--- src/rtl/cdb_result_queue_pkg.sv ---
// Defaults and elaboration helpers for the per-source CDB result queue.
// Holds the queue depth and stall-counter width shared by all four instances.
// Contents: CRQ_DEPTH, CRQ_CNT_W, is_pow2().
package cdb_result_queue_pkg;

    localparam int CRQ_DEPTH = 4;
    localparam int CRQ_CNT_W = 16;

    function automatic bit is_pow2(input int n);
        return (n > 0) && ((n & (n - 1)) == 0);
    endfunction

endpackage

--- src/rtl/core_pkg.sv ---
// Core-wide widths and the result record carried on the CDB.
// Shared by every writeback source and by the CDB arbiter.
// Defines: XLEN, LOG2_PREGS, ROB_TAG_W, cdb_result_t.
package core_pkg;

    localparam int XLEN       = 32;
    localparam int LOG2_PREGS = 7;
    localparam int ROB_TAG_W  = 6;

    typedef struct packed {
        logic [LOG2_PREGS-1:0] tag;
        logic [XLEN-1:0]       value;
        logic [ROB_TAG_W-1:0]  rob_tag;
    } cdb_result_t;

endpackage

--- src/rtl/cdb_result_queue.sv ---
// Purpose: per-execution-unit FIFO of completed results, oldest presented to the CDB arbiter.
// Latency: 1 cycle from accepted in_valid to out_valid (no bypass), then held until out_grant.
// Backpressure: in_ready = (count < DEPTH) from registered state only; flush drops everything.
//
// Ports:
//   clk, reset_n                    clock, async active-low reset
//   flush                           discard all entries (wins over enqueue/dequeue)
//   in_valid/in_ready, in_tag, in_value, in_rob_tag     result from the execution unit
//   out_valid, out_tag, out_value, out_rob_tag, out_grant  head request to / grant from arbiter
//   occupancy                       number of valid entries
//   stall_cycles                    saturating count of cycles requested but not granted
module cdb_result_queue
    import cdb_result_queue_pkg::*;
#(
    parameter int DEPTH  = CRQ_DEPTH,
    parameter int XLEN   = core_pkg::XLEN,
    parameter int PHYS_W = core_pkg::LOG2_PREGS,
    parameter int ROB_W  = core_pkg::ROB_TAG_W,
    parameter int CNT_W  = CRQ_CNT_W
) (
    input  logic                       clk,
    input  logic                       reset_n,
    input  logic                       flush,
    input  logic                       in_valid,
    output logic                       in_ready,
    input  logic [PHYS_W-1:0]          in_tag,
    input  logic [XLEN-1:0]            in_value,
    input  logic [ROB_W-1:0]           in_rob_tag,
    output logic                       out_valid,
    output logic [PHYS_W-1:0]          out_tag,
    output logic [XLEN-1:0]            out_value,
    output logic [ROB_W-1:0]           out_rob_tag,
    input  logic                       out_grant,
    output logic [$clog2(DEPTH+1)-1:0] occupancy,
    output logic [CNT_W-1:0]           stall_cycles
);

    localparam int PTR_W = $clog2(DEPTH);
    localparam int OCC_W = $clog2(DEPTH+1);

    generate
        if (DEPTH < 2 || !is_pow2(DEPTH)) begin : g_bad_depth
            $error("cdb_result_queue: DEPTH must be a power of two and at least 2");
        end
    endgenerate

    // Same layout as core_pkg::cdb_result_t, but sized from this instance's parameters.
    typedef struct packed {
        logic [PHYS_W-1:0] tag;
        logic [XLEN-1:0]   value;
        logic [ROB_W-1:0]  rob_tag;
    } entry_t;

    entry_t             mem [DEPTH];
    logic [PTR_W-1:0]   head;
    logic [PTR_W-1:0]   tail;
    logic [OCC_W-1:0]   count;
    logic               push;
    logic               pop;

    assign in_ready  = (count < OCC_W'(DEPTH));
    assign out_valid = (count != '0);
    assign occupancy = count;

    // Flush squashes both sides of the handshake for this cycle.
    assign push = in_valid && in_ready && !flush;
    assign pop  = out_valid && out_grant && !flush;

    always_comb begin
        out_tag     = '0;
        out_value   = '0;
        out_rob_tag = '0;
        if (out_valid) begin
            out_tag     = mem[head].tag;
            out_value   = mem[head].value;
            out_rob_tag = mem[head].rob_tag;
        end
    end

    // Pointers wrap naturally because DEPTH is a power of two.
    always_ff @(posedge clk or negedge reset_n) begin
        if (!reset_n) begin
            head  <= '0;
            tail  <= '0;
            count <= '0;
        end else if (flush) begin
            head  <= '0;
            tail  <= '0;
            count <= '0;
        end else begin
            if (push) tail <= tail + 1'b1;
            if (pop)  head <= head + 1'b1;
            if (push && !pop)      count <= count + 1'b1;
            else if (pop && !push) count <= count - 1'b1;
        end
    end

    // Payload storage needs no reset: it is only observed while count != 0.
    always_ff @(posedge clk) begin
        if (push) begin
            mem[tail] <= '{tag: in_tag, value: in_value, rob_tag: in_rob_tag};
        end
    end

    // Stall history survives flush so it reflects total arbitration pressure.
    always_ff @(posedge clk or negedge reset_n) begin
        if (!reset_n) begin
            stall_cycles <= '0;
        end else if (out_valid && !out_grant && !flush && (stall_cycles != '1)) begin
            stall_cycles <= stall_cycles + 1'b1;
        end
    end

`ifndef SYNTHESIS
    a_no_push_when_full: assert property (@(posedge clk) disable iff (!reset_n)
        !(in_valid && in_ready && (count == OCC_W'(DEPTH))));

    a_count_bound: assert property (@(posedge clk) disable iff (!reset_n)
        count <= OCC_W'(DEPTH));

    a_grant_when_empty: assert property (@(posedge clk) disable iff (!reset_n)
        !(out_grant && !out_valid))
        else $warning("cdb_result_queue: out_grant while empty (ignored)");
`endif

endmodule

--- config.mk ---
export PLATFORM = sky130hd
export DESIGN_NAME = cdb_result_queue
export DESIGN_NICKNAME = d
export VERILOG_FILES = /design/src/rtl/cdb_result_queue_pkg.sv /design/src/rtl/core_pkg.sv /design/src/rtl/cdb_result_queue.sv
export SDC_FILE = /design/constraint.sdc
export NUM_CORES = 1
export LEC_CHECK = 0
export ABC_AREA = 0
export CAP_MARGIN = 20
export CORE_ASPECT_RATIO = 0.8
export CORE_UTILIZATION = 45
export CTS_BUF_LIST = sky130_fd_sc_hd__clkbuf_16
export DETAILED_ROUTE_END_ITERATION = 6
export GPL_ROUTABILITY_DRIVEN = 0
export PLACE_DENSITY = 0.74
export SLEW_MARGIN = 20
export SYNTH_ARGS = -nofsm -noshare
export SYNTH_HDL_FRONTEND = slang
export SYNTH_SLANG_ARGS = --single-unit
--- constraint.sdc ---
create_clock -name clk -period 7.5 [get_ports clk]
set_input_delay 0.75 -clock clk [delete_from_list [all_inputs] [get_ports clk]]
set_output_delay 0.75 -clock clk [all_outputs]
set_load 0.005 [all_outputs]
==> results of run 1 <==
==> kinds of logic after synthesis <==
logic type	after synthesis	share of synthesized area, %
flops	203	73.9
simple gates	99	7.43
mux	47	12.8
buf+inv	27	1.66
xor+xnor	22	2.38
compound gates	7	0.774
fa+ha+maj	6	1.02
==> per-stage QoR <==
| stage | worst slack [ns] | utilization, % | area (um^2) |
|---|---|---|---|
| finish | 3.92 | 57.6 | 10100 |
| global route | 3.74 | 57.6 | 10100 |
| CTS | 3.84 | 57.6 | 10100 |
| detailed placement | 4.36 | 54.2 | 9480 |
| global placement | 4.38 | 54.2 | 9480 |
| floorplan | 4.87 | - | 8090 |
==> cells in the final DEF (no fill, tap or decap), drive strengths merged, types with 6 or more instances in the layout <==
| cell type | instances |
|---|---|
| mux4 | 45 |
| buf | 7 |
| xor2 | 15 |
| nor2 | 21 |
| xnor2 | 7 |
| nand3 | 6 |
| and2 | 50 |
| clkbuf | 20 |
| edfxtp | 180 |
| nand2 | 8 |
| clkinv | 10 |
| inv | 12 |
| clkdlybuf4s50 | 114 |
| dfrtp | 23 |
==> registers in the layout (all words and copies together) (netlist names) <==
name and flops:
tail 2, head 2, stall_cycles 16, occupancy 3, mem 180
==> critical path, stage by stage (launching register included) <==
cell,delay (ns)
dfrtp_4,1.06
mux4_2,0.60
and2_1,0.20
clkdlybuf4s50_1,0.45
==> final timing paths <==
kind,start,endpoint,slack [ns],cells after the start
min in group clk,stall_cycles[15]$_DFFE_PN0P_,stall_cycles[15]$_DFFE_PN0P_,0.49,1
setup reg to reg,occupancy[2]$_DFFE_PN0P_,occupancy[2]$_DFFE_PN0P_,5.00,11
hold / removal,reset_n,occupancy[1]$_DFFE_PN0P_,0.24,1
max in group asynchronous,reset_n,head[0]$_DFFE_PN0P_,6.86,1
setup / recovery,head[0]$_DFFE_PN0P_,out_value[12],3.92,3
hold reg to reg,stall_cycles[15]$_DFFE_PN0P_,stall_cycles[15]$_DFFE_PN0P_,0.49,1
==> power breakdown <==
part	leakage (uW)	internal [uW]	total (uW)	switching (uW)
sequential	0.00193	1330	1450	119
combinational	0.00116	585	927	342
clock	0.000290	490	893	403
total	0.00338	2400	3270	863
==> cell type report <==
cell class                      count  area, um^2  area share, %
Tap cell                          225         282           2.80
Clock buffer                       20         500           4.97
Inverter                           10        37.5          0.373
Multi-Input combinational cell    181        1980           19.6
Clock inverter                     16        93.8          0.932
Sequential cell                   203        5990           59.5
Timing Repair Buffer              121        1190           11.8
==> metal layers <==
metal	GRT usage, %	up-vias	share of wire, %
met5	0	-	0
met3	3.63	22	5.1
met2	27.8	105	49
met1	21.1	2112	44
met4	4.34	0	1.9
li1	-	1840	-
==> impl_summary.txt, run 1 <==
----------------------------------------------------
[Clock network]
  Number of levels the H-tree was split into ... 1
  Clock latency reported for the late side of the worst-skew pair ... around 0.49 ns
  Post-cts repair resize count ... 0
  Number of buffers on the longest clock path ... 3
  Clock sinks ... around 200
  CTS tree ... built
  Post-cts hold buffer count ... 0
  Post-CTS clock slew at the launch and capture registers of the worst setup and hold paths ... about 0.070 ns
  CTS buffer count ... 20
  Library cell used as clock root buffer ... clkbuf_16
  Post-CTS setup buffer count ... 0

[Power and ir drop]
  Maximum resistive drop on vdd ... 0.175 mV
  LEAKAGE ... about 0.0034 uW
  Total power consumption of the routed design ... ~3300 uW
  Power density of the placed cells ... between 300 and 400 nW/um^2

[Status]
  Violated checks ... design-rule violations
  Result of the run ... finished with violations

[Place]
  Total of buffers placed on input and output ports ... 115
  Post-Place Cells ... 740
  HPWL reported at the end of detailed placement ... approximately 8400 um

[STA]
  Share of the clock period used by the worst path ... 47.8%
  RSZ-0062 raised after global routing ... no
  Minimum hold slack ... ~0.24 ns
  Total negative slack for setup checks ... 0 ns
  Minimum clock period after layout ... about 3.6 ns
  Max-Slew Margin vs Limit ... 35.7%
  Hold Fails Final Rpt ... 0
  Final max-slew violation count ... 0
  Setup skew after layout ... 0.0138 ns
  Setup-violating endpoint count in the final report ... 0
  Timing-limited maximum frequency ... ~280 MHz
  Slew at the pin with the worst max-slew slack ... just under 1 ns

[Worst setup path]
  Kind of start point of the critical path ... flip-flop
  Kind of critical path ... flip-flop to output pin
  Top fanout value on the critical path ... 47
  Arrival time worst endpoint ... between 2 and 3 ns
  Critical path capture point type ... output pin
  Data required time of the worst path ... 6.75 ns

[Floorplan]
  Die Ht ... about 120 um
  Core footprint ... around 17000 um^2
  Initial core utilization ... between 40% and 50%
  Die extent in x ... approximately 150 um
  Placement row count ... 43
  I/O pin count ... 116
  Total Die Area ... between 15000 and 20000 um^2

[Run]
  Count of max-cap constraint violations ... 0

[Synth]
  Sequential area share after synthesis ... 73.9%
  Number of distinct standard cells referenced by the synthesized netlist ... 32
  Leading post-synthesis cells by instance count ... edfxtp_1 (180), and2_1 (50), mux4_2 (45), dfrtp_1 (23), nor2_1 (21)
  Post-Syn Instances ... 411
  Post-synthesis sequential element count ... 203
  Ys async rst share ... approximately 11%
  EDFF count, synth ... 180
  Count of synthesis-stage warnings from yosys ... 0
  Summed instance area of the synthesized netlist ... between 8000 and 9000 um^2
  Area fraction of the dominant cell type after synthesis ... 66.8%
  Most used flip-flop cell after synthesis ... edfxtp_1
  Average footprint of a synthesized cell ... 19.7 um^2
  Most numerous cell in the Yosys netlist ... edfxtp_1
  Total nets after synthesis ... about 470
  Cell types occupying the most area after synthesis ... edfxtp_1 (67%), mux4_2 (13%), dfrtp_1 (7.1%), and2_1 (3.9%), xor2_1 (1.6%)
  Post-synth top area cell ... edfxtp_1

[Layout]
  NumNets Final ... between 500 and 600
  Layout fillers ... approximately 1300
  Layout cells sized above 1 ... between 10% and 20%
  Filler-free cell count of the finished design ... 776
  Number of diodes added for antenna fixing ... 0
  Area Growth Syn to Fin ... 24.5%

[Global route]
  All-Layer GR Usage ... 16.2%
  Maximum number of pins on one net before global-route repair ... 48
  First-pass GRT wire length ... 23000 um
  Initial antenna violation count ... 0
  Remaining global-route overflow ... 0
  Vias in the first global route ... around 4300

[Routing]
  Post-route DRC ... 16
  Via/cell ratio ... approximately 5.3
  Final routed wire length divided by cell count ... around 19 um
  Detailed-route via count ... 4079
  1st-iter DRT viols ... about 200
  Routed wire length ... 14700 um
  Final ANT Viol Nets ... 0
  First-pass iteration count of the detailed router ... 6

[Hold path]
  Hold/Removal Path Class ... input port to async pin

----------------------------------------------------
Power figures use the tool's default switching activity.
==> inputs of run 2 (changes only) <==
--- a/config.mk
+++ b/config.mk
@@ -12,7 +12,7 @@
 export CTS_BUF_LIST = sky130_fd_sc_hd__clkbuf_16
 export DETAILED_ROUTE_END_ITERATION = 6
 export GPL_ROUTABILITY_DRIVEN = 0
-export PLACE_DENSITY = 0.74
+export PLACE_DENSITY = 0.77
 export SLEW_MARGIN = 20
 export SYNTH_ARGS = -nofsm -noshare
 export SYNTH_HDL_FRONTEND = slang
==> constraint.sdc (replaced) <==
create_clock -name clk -period 3.1 [get_ports clk]
set_input_delay 0.31 -clock clk [delete_from_list [all_inputs] [get_ports clk]]
set_output_delay 0.31 -clock clk [all_outputs]
set_load 0.005 [all_outputs]
==> run 2 against run 1 <==
Compared with the run above:
- the run still ends with design-rule violations left
- worst hold slack gained 0.014 ns
- count of clock-buffer cells in the layout grew 1
- core utilization grew 0.79 points
- clock skew shrank 0.0058 ns
==> impl_summary.txt, run 2 (same netlist as run 1, synthesis figures left out) <==
----------------------------------------------------
[Status]
  Result of the run ... finished with violations
  Violated checks ... design-rule violations

[Layout]
  Leading cell type in the layout, fill and taps excluded ... edfxtp_1
  Filler-free cell count of the finished design ... 782
  Layout fillers ... approximately 1300
  Final design utilization ... between 50% and 60%
  Number of flip-flops under the largest register name ... 180
  Number of diodes added for antenna fixing ... 0
  Area Growth Syn to Fin ... 26.2%
  Top reg by flops ... mem
  Finished layout cell area ... 10200 um^2
  Commonest cells after routing, fill and taps aside ... edfxtp_1 (180), clkdlybuf4s50_1 (115), and2_1 (46)
  Layout cells sized above 1 ... 17.4%
  NumNets Final ... about 600
  Sequential cell area ... ~6000 um^2
  Multi-input logic area ... 1980 um^2

[Place]
  Total of buffers placed on input and output ports ... ~120
  Post-Place Cells ... 745
  HPWL reported at the end of detailed placement ... 9330 um
  Dpl cell area ... 9590 um^2

[Floorplan]
  I/O pin count ... 116
  Die extent in x ... 152 um
  Core footprint ... roughly 17000 um^2
  Placement row count ... 43
  Total Die Area ... roughly 19000 um^2
  Die Ht ... between 100 and 150 um
  Initial core utilization ... between 40 and 50%

[Clock network]
  Number of buffers on the longest clock path ... 3
  CTS tree ... built
  Post-CTS setup buffer count ... 0
  Post-cts repair resize count ... 0
  Clock latency reported for the late side of the worst-skew pair ... about 0.48 ns
  Clock sinks ... between 200 and 250
  CTS buffer count ... 21
  Post-cts hold buffer count ... 0
  Library cell used as clock root buffer ... clkbuf_16
  Post-CTS clock slew at the launch and capture registers of the worst setup and hold paths ... 0.06 ns
  Number of levels the H-tree was split into ... 1

[Routing]
  Final ANT Viol Nets ... 0
  Detailed-route via count ... 4103
  Post-route DRC ... 22
  First-pass iteration count of the detailed router ... 7
  Final routed wire length divided by cell count ... 19.2 um
  Routed wire length ... between 15000 and 20000 um
  1st-iter DRT viols ... 224
  Via/cell ratio ... ~5.2

[STA]
  RSZ-0062 raised after global routing ... no
  Max-Slew Margin vs Limit ... between 50% and 60%
  Final max-slew violation count ... 0
  Hold Fails Final Rpt ... 0
  Timing-limited maximum frequency ... 337 MHz
  Minimum clock period after layout ... 2.96 ns
  Total negative slack for setup checks ... 0 ns
  Share of the clock period used by the worst path ... a little over nine tenths
  Setup-violating endpoint count in the final report ... 0
  Minimum hold slack ... between 0.2 and 0.3 ns
  Slew at the pin with the worst max-slew slack ... 0.712 ns
  Setup skew after layout ... 0.00807 ns

[Worst setup path]
  Worst reg2reg path endpoint ... mem[0][37]$_DFFE_PP_
  Data required time of the worst path ... ~2.8 ns
  Critical Path Slowest Stage Cell ... dfrtp_4
  FF-to-FF setup slack ... approximately 0.92 ns
  Top fanout value on the critical path ... 22
  Biggest cell delay along the critical path ... between 0.7 and 0.8 ns
  Kind of critical path ... flip-flop to output pin
  Buf+Inv Stages, Crit Path ... 2
  Worst Reg-to-Reg Cells ... 4
  Arrival time worst endpoint ... 2.65 ns
  Cell-by-cell trace of the critical path ... buf_4 > mux4_2 > and2_1 > clkdlybuf4s50_1
  Critical path capture point type ... output pin
  Critical R2R Launch ... occupancy[2]$_DFFE_PN0P_
  Top delay family on crit path ... buffers and inverters
  Kind of start point of the critical path ... flip-flop

[Global route]
  All-Layer GR Usage ... ~17%
  First-pass GRT wire length ... 23800 um
  Maximum number of pins on one net before global-route repair ... 47
  Remaining global-route overflow ... 0
  Vias in the first global route ... ~4400
  Initial antenna violation count ... 0

[Run]
  Count of max-cap constraint violations ... 0

[Power and ir drop]
  Power density of the placed cells ... 791 nW/um^2
  LEAKAGE ... roughly 0.0035 uW
  Maximum resistive drop on vdd ... 0.353 mV

[Hold path]
  Hold/Removal Path Class ... input port to async pin

----------------------------------------------------
-- run 2: worst reg2reg max path, delay by kind of cell, from the launching register on --
family / cells / cell delay (ns)
flops: 1 / 0.49
simple gates: 3 / 1.06
buf+inv: 1 / 0.29
-- run 2: worst max path at each step --
stage                             start                  end  depth (start not counted)
3_5_place_dp        head[0]$_DFFE_PN0P_        out_value[30]                          4
6_report            head[0]$_DFFE_PN0P_        out_value[24]                          4
5_1_grt             head[0]$_DFFE_PN0P_        out_value[24]                          4
4_1_cts             head[0]$_DFFE_PN0P_        out_value[24]                          4
2_1_floorplan  occupancy[2]$_DFFE_PN0P_  mem[0][0]$_DFFE_PP_                          4
3_3_place_gp        head[0]$_DFFE_PN0P_        out_value[30]                          4
-- run 2: stage by stage --
stage,total power (uW),setup WS (ns)
2_1_floorplan,4690,0.646
3_3_place_gp,5870,0.612
3_5_place_dp,5930,0.602
4_1_cts,8190,0.0557
5_1_grt,8470,0.00383
6_report,8080,0.136
-- run 2: area by class of cell --
cell class,instances,area share [%]
clock inverters,16,0.870
inverters,10,0.368
flip-flops and latches,203,58.6
repair buffers,126,12.8
clock buffers,21,5.15
well taps,225,2.76
multi-input cells,181,19.4
-- run 2: layer usage --
| metal | up-vias | share of wire [%] | routed length (um) | track usage, % |
|---|---|---|---|---|
| li1 | 1859 | - | - | - |
| met4 | 0 | 1.9 | 282 | 3.89 |
| met2 | 128 | 47 | 7110 | 28.0 |
| met1 | 2094 | 44 | 6580 | 22.6 |
| met3 | 22 | 7.1 | 1060 | 4.45 |
| met5 | - | 0 | 0 | 0 |
-- run 2: report_power, final --
group	internal [uW]	total (uW)	switching, uW
combinational	1470	2400	922
clock	1300	2250	944
sequential	3220	3430	216
